==> src/rtl/dispatch_buffer.sv <==
// Decoupling FIFO between decode and issue_queue: up to two entries in and
// two out per cycle, with a decode-side ready derived only from stored occupancy.
module dispatch_buffer #(
  parameter int DEPTH     = 4,
  parameter int ELEM_W    = 32,
  parameter int IQ_ADDR_W = 4,
  localparam int CNT_W    = $clog2(DEPTH) + 1
) (
  input  logic                   clk,
  input  logic                   rst,
  input  logic                   flush,
  input  logic [1:0][ELEM_W-1:0] dec_data,
  input  logic [1:0]             dec_data_number,
  output logic                   dec_ready,
  input  logic [IQ_ADDR_W-1:0]   iq_size_left,
  output logic [1:0][ELEM_W-1:0] iq_data,
  output logic [1:0]             iq_data_number,
  output logic [CNT_W-1:0]       occupancy
);

  localparam int PTR_W = $clog2(DEPTH);

  logic [ELEM_W-1:0] mem_q [DEPTH];
  logic [PTR_W-1:0]  head_q, head_d, tail_q, tail_d;
  logic [CNT_W-1:0]  count_q, count_d;
  logic [CNT_W-1:0]  free_s;
  logic [1:0]        n_push_s, n_pop_s, cnt_cap_s, room_cap_s;
  logic [PTR_W-1:0]  head_p1_s, tail_p1_s;

  function automatic logic [1:0] min2(input logic [1:0] a, input logic [1:0] b);
    return (a < b) ? a : b;
  endfunction

  assign free_s    = CNT_W'(DEPTH) - count_q;
  assign dec_ready = rst && (free_s >= CNT_W'(2));
  assign occupancy = rst ? count_q : '0;
  assign head_p1_s = head_q + PTR_W'(1);
  assign tail_p1_s = tail_q + PTR_W'(1);

  // Pop/push sizing, output lanes and next-state pointers
  always_comb begin
    cnt_cap_s  = (count_q >= CNT_W'(2)) ? 2'd2 : count_q[1:0];
    room_cap_s = (iq_size_left > IQ_ADDR_W'(1)) ? 2'd2 : iq_size_left[1:0];
    n_pop_s    = 2'd0;
    n_push_s   = 2'd0;
    if (rst && !flush) begin
      n_pop_s = min2(cnt_cap_s, room_cap_s);
    end else begin
      n_pop_s = 2'd0;
    end
    // An illegal lane count of 3 is treated as a full pair
    if (dec_ready && !flush) begin
      n_push_s = (dec_data_number == 2'd3) ? 2'd2 : dec_data_number;
    end else begin
      n_push_s = 2'd0;
    end

    iq_data        = '0;
    iq_data_number = n_pop_s;
    if (n_pop_s != 2'd0) begin
      iq_data[0] = mem_q[head_q];
    end else begin
      iq_data[0] = '0;
    end
    if (n_pop_s == 2'd2) begin
      iq_data[1] = mem_q[head_p1_s];
    end else begin
      iq_data[1] = '0;
    end

    if (flush) begin
      head_d  = '0;
      tail_d  = '0;
      count_d = '0;
    end else begin
      head_d  = head_q + PTR_W'(n_pop_s);
      tail_d  = tail_q + PTR_W'(n_push_s);
      count_d = count_q + CNT_W'(n_push_s) - CNT_W'(n_pop_s);
    end
  end

  // Pointer, occupancy and storage registers
  always_ff @(posedge clk) begin
    if (!rst) begin
      head_q  <= '0;
      tail_q  <= '0;
      count_q <= '0;
      for (int i = 0; i < DEPTH; i++) begin
        mem_q[i] <= '0;
      end
    end else begin
      head_q  <= head_d;
      tail_q  <= tail_d;
      count_q <= count_d;
      if (n_push_s != 2'd0) begin
        mem_q[tail_q] <= dec_data[0];
      end
      if (n_push_s == 2'd2) begin
        mem_q[tail_p1_s] <= dec_data[1];
      end
    end
  end

endmodule
==> config.mk <==
export PLATFORM = sky130hd
export DESIGN_NAME = dispatch_buffer
export DESIGN_NICKNAME = d
export VERILOG_FILES = /design/src/rtl/dispatch_buffer.sv
export SDC_FILE = /design/constraint.sdc
export NUM_CORES = 1
export LEC_CHECK = 0
export ABC_AREA = 1
export CAP_MARGIN = 40
export CORE_MARGIN = 8
export CORE_UTILIZATION = 40
export CTS_CLUSTER_SIZE = 14
export DETAILED_ROUTE_END_ITERATION = 10
export DONT_BUFFER_PORTS = 1
export HOLD_SLACK_MARGIN = 0.08
export SLEW_MARGIN = 40
export SYNTH_ARGS = -nofsm -noshare
export SYNTH_HDL_FRONTEND = slang
export SYNTH_SLANG_ARGS = --single-unit
==> constraint.sdc <==
create_clock -name clk -period 3.5 [get_ports clk]
set_input_delay 0.7 -clock clk [delete_from_list [all_inputs] [get_ports clk]]
set_output_delay 0.7 -clock clk [all_outputs]
set_load 0.01 [all_outputs]
==> flow_metrics.tcl <==
set metrics [dict create \
    status "finished clean" \
    cts_sinks 135 \
    drt_iter0_markers 582 \
    grt_pass1_wl_mm 42.9 \
    drv_slew 0 \
    start_util_pct 40.6 \
    synthesis.area_mm2 0.00818 \
    grt_remaining_overflow 0 \
    fin_util_pct 46.9 \
    power_density_mw_per_mm2 442 \
    synth_ff_type "edfxtp_1" \
    fin_crit_ps 3310 \
    synth.avg_cell_area_um2 7.94 \
    rsz0062_at_grt "no" \
    portBuffers 0 \
    power.leakage_nw 3.97 \
    criticalPathCategory "register to output pin" \
    fin_area_mm2 0.00947 \
    wire_per_inst_um 20.9 \
    synthCells 1030 \
    post-synth-top-area-fraction_pct 47.0 \
    vias 7605 \
    yosys.area_share.simple_pct 29.7 \
    holdBufCountCts 0 \
    drc 0 \
    hold_viol_final 0 \
    first_global_vias 7497 \
    coreArea_mm2 0.0202 \
    finClkSkew_ps 6.35 \
    max-vdd-ir-drop_mv 0.265 \
    wl_mm 27.8 \
    syn2layout_area_growth_pct 15.7 \
    first_pass_iters 5 \
    synthTopCellsByArea "edfxtp_1, nand2_1, nand3_1" \
    critPathMaxFanout 14 \
    fmax_mhz 302 \
    hold_path_class "primary input to register" \
    die_x_um 159 \
    cts_tree "built" \
    synthAdderAreaFrac_pct 1.41 \
    drtAntennaViolNets 0 \
    num_rows 52 \
    grt_usage_pct 21.6 \
    yosysMostFrequentCell "nand2_1" \
    yosys_warnings 0 \
    cts_root_buf "clkbuf_16" \
    layout.nets 1129 \
    antenna_found_initial 0 \
    post_synth_num_cell_types 33 \
    arrival_ps 2610 \
    synth_top_cell_by_area "edfxtp_1" \
    gp_congestion 0.789 \
    start_kind "register" \
    cts_setup_buffers 0 \
    total_power_mw 4.19 \
    yosysSeqAreaShare_pct 48.7 \
    synth_xor_area_share_pct 0.214 \
    synth_top_family_by_area "simple AND/OR/NAND/NOR gates" \
    hpwl_mm 17.0 \
    period_share_pct 94.6 \
    setup_violations 0 \
    critPathCaptureType "output pin" \
    worst_pin_slew_ps 770 \
    routed_via_density 5.71 \
    clk_path_buf_depth 2 \
    max-slew-margin-rel_pct 48.6 \
    syn-num-nets 1111 \
    cts_buffers 17 \
    ys_top_cells_by_count "nand2_1, nand3_1, edfxtp_1" \
    place_area_mm2 0.00884 \
    synth_edf_count 128 \
    ios 143 \
    drv_cap 0 \
    ys_ff_latch 135 \
    grt_start_max_net_pins 99 \
    setup_tns_ps 0 \
    crit_required_ps 2800 \
    ys_async_sr_fraction_pct 0 \
    synth_mux_area_share_pct 0 \
    synth_compound_area_share_pct 13.8 \
    die_area_mm2 0.0253 \
    htreeDepth 4 \
    post_cts_resize_count 0 \
    reg2reg_slack_ps 690 \
    fp.dieH_um 159 \
    drive_gt1_share_pct 13.0 \
    clk_transition_reported_paths_ps 60 \
    clock_latency_ps 410 \
]
-- state kept, by name (all words and copies together) (netlist names) --
name / count
tail_q: 2
count_q: 3
mem_q: 128
head_q: 2
-- layer usage --
metal	vias to the layer above	global-route usage (%)	wire length, um
met5	-	0	0
met4	0	9.39	507
met3	35	5.20	2540
met2	363	36.2	13600
met1	3585	26.0	11100
li1	3622	-	-
-- cell usage in the layout (no fill, tap or decap), types with 2 or more instances in the layout --
cell and n:
dfxtp_2 2, nand2_2 4, buf_12 3, clkbuf_1 2, o22ai_1 62, inv_1 25
nor2_4 4, clkinv_4 2, a211oi_2 2, a21oi_1 98, ha_1 6, bufinv_16 4
dfxtp_1 5, inv_2 5, nand2_1 409, nand3_2 3, nand3b_1 3, a211oi_1 29
clkinv_2 2, nand4_1 3, nand3_1 133, nor3_4 2, buf_4 79, edfxtp_1 128
nor2_1 10, clkinvlp_4 3, fa_1 2, clkbuf_16 17
-- cell type report --
type | instances | area, um^2
tap | 270 | 338
clock inverter | 12 | 178
fill | 1983 | 10700
inverter | 31 | 118
multi-input combinational | 781 | 3760
sequential | 135 | 3990
timing repair buffer | 82 | 653
antenna | 1 | 2.50
clock buffer | 19 | 433
-- where the power goes --
| part | switching, mW | internal [mW] |
|---|---|---|
| clock network | 0.686 | 1.19 |
| logic | 0.256 | 0.119 |
| registers | 0.0545 | 1.88 |
| total | 0.997 | 3.19 |
-- logic make-up (layout without fill, tap and decap cells) --
logic type	count (synthesis)	count (layout)
AND/OR/NAND/NOR	577	577
AO/OA/AOI/OAI	194	194
flip-flops	135	135
buffers and inverters	114	144
adder cells (fa/ha/maj)	8	8
XOR/XNOR	2	2
other	0	1
-- metrics by stage --
step | worst slack (ps) | instances | hold slack [ps]
6_report | 190 | 1331 | 466
5_1_grt | 11.4 | 1330 | 457
3_3_place_gp | 188 | 1299 | 655
3_5_place_dp | 178 | 1299 | 671
2_1_floorplan | 624 | 1030 | 608
4_1_cts | 15.9 | 1330 | 452
-- path summary, 6_finish.rpt --
path / startpoint / end / depth (start not counted)
worst max-delay path: count_q[0]$_SDFF_PP0_ / iq_data[20] / 13
worst min-delay path: dec_data[34] / mem_q[0][2]$_DFFE_PP_ / 2
worst max register to register: count_q[0]$_SDFF_PP0_ / count_q[2]$_SDFF_PP0_ / 12
worst min register to register: count_q[2]$_SDFF_PP0_ / count_q[2]$_SDFF_PP0_ / 3
-- worst max-delay path, cell delays in order, from the launching register on --
cell and delay, ps:
dfxtp_1 380, inv_1 80, ha_1 210, inv_1 70, nand2_1 70, ha_1 270
nand2_1 50, nand2_1 100, nand3_2 150, nand2_2 130, buf_4 240, nand2_1 80
a21oi_1 180, buf_4 160
(Power assumes the default switching activity.)
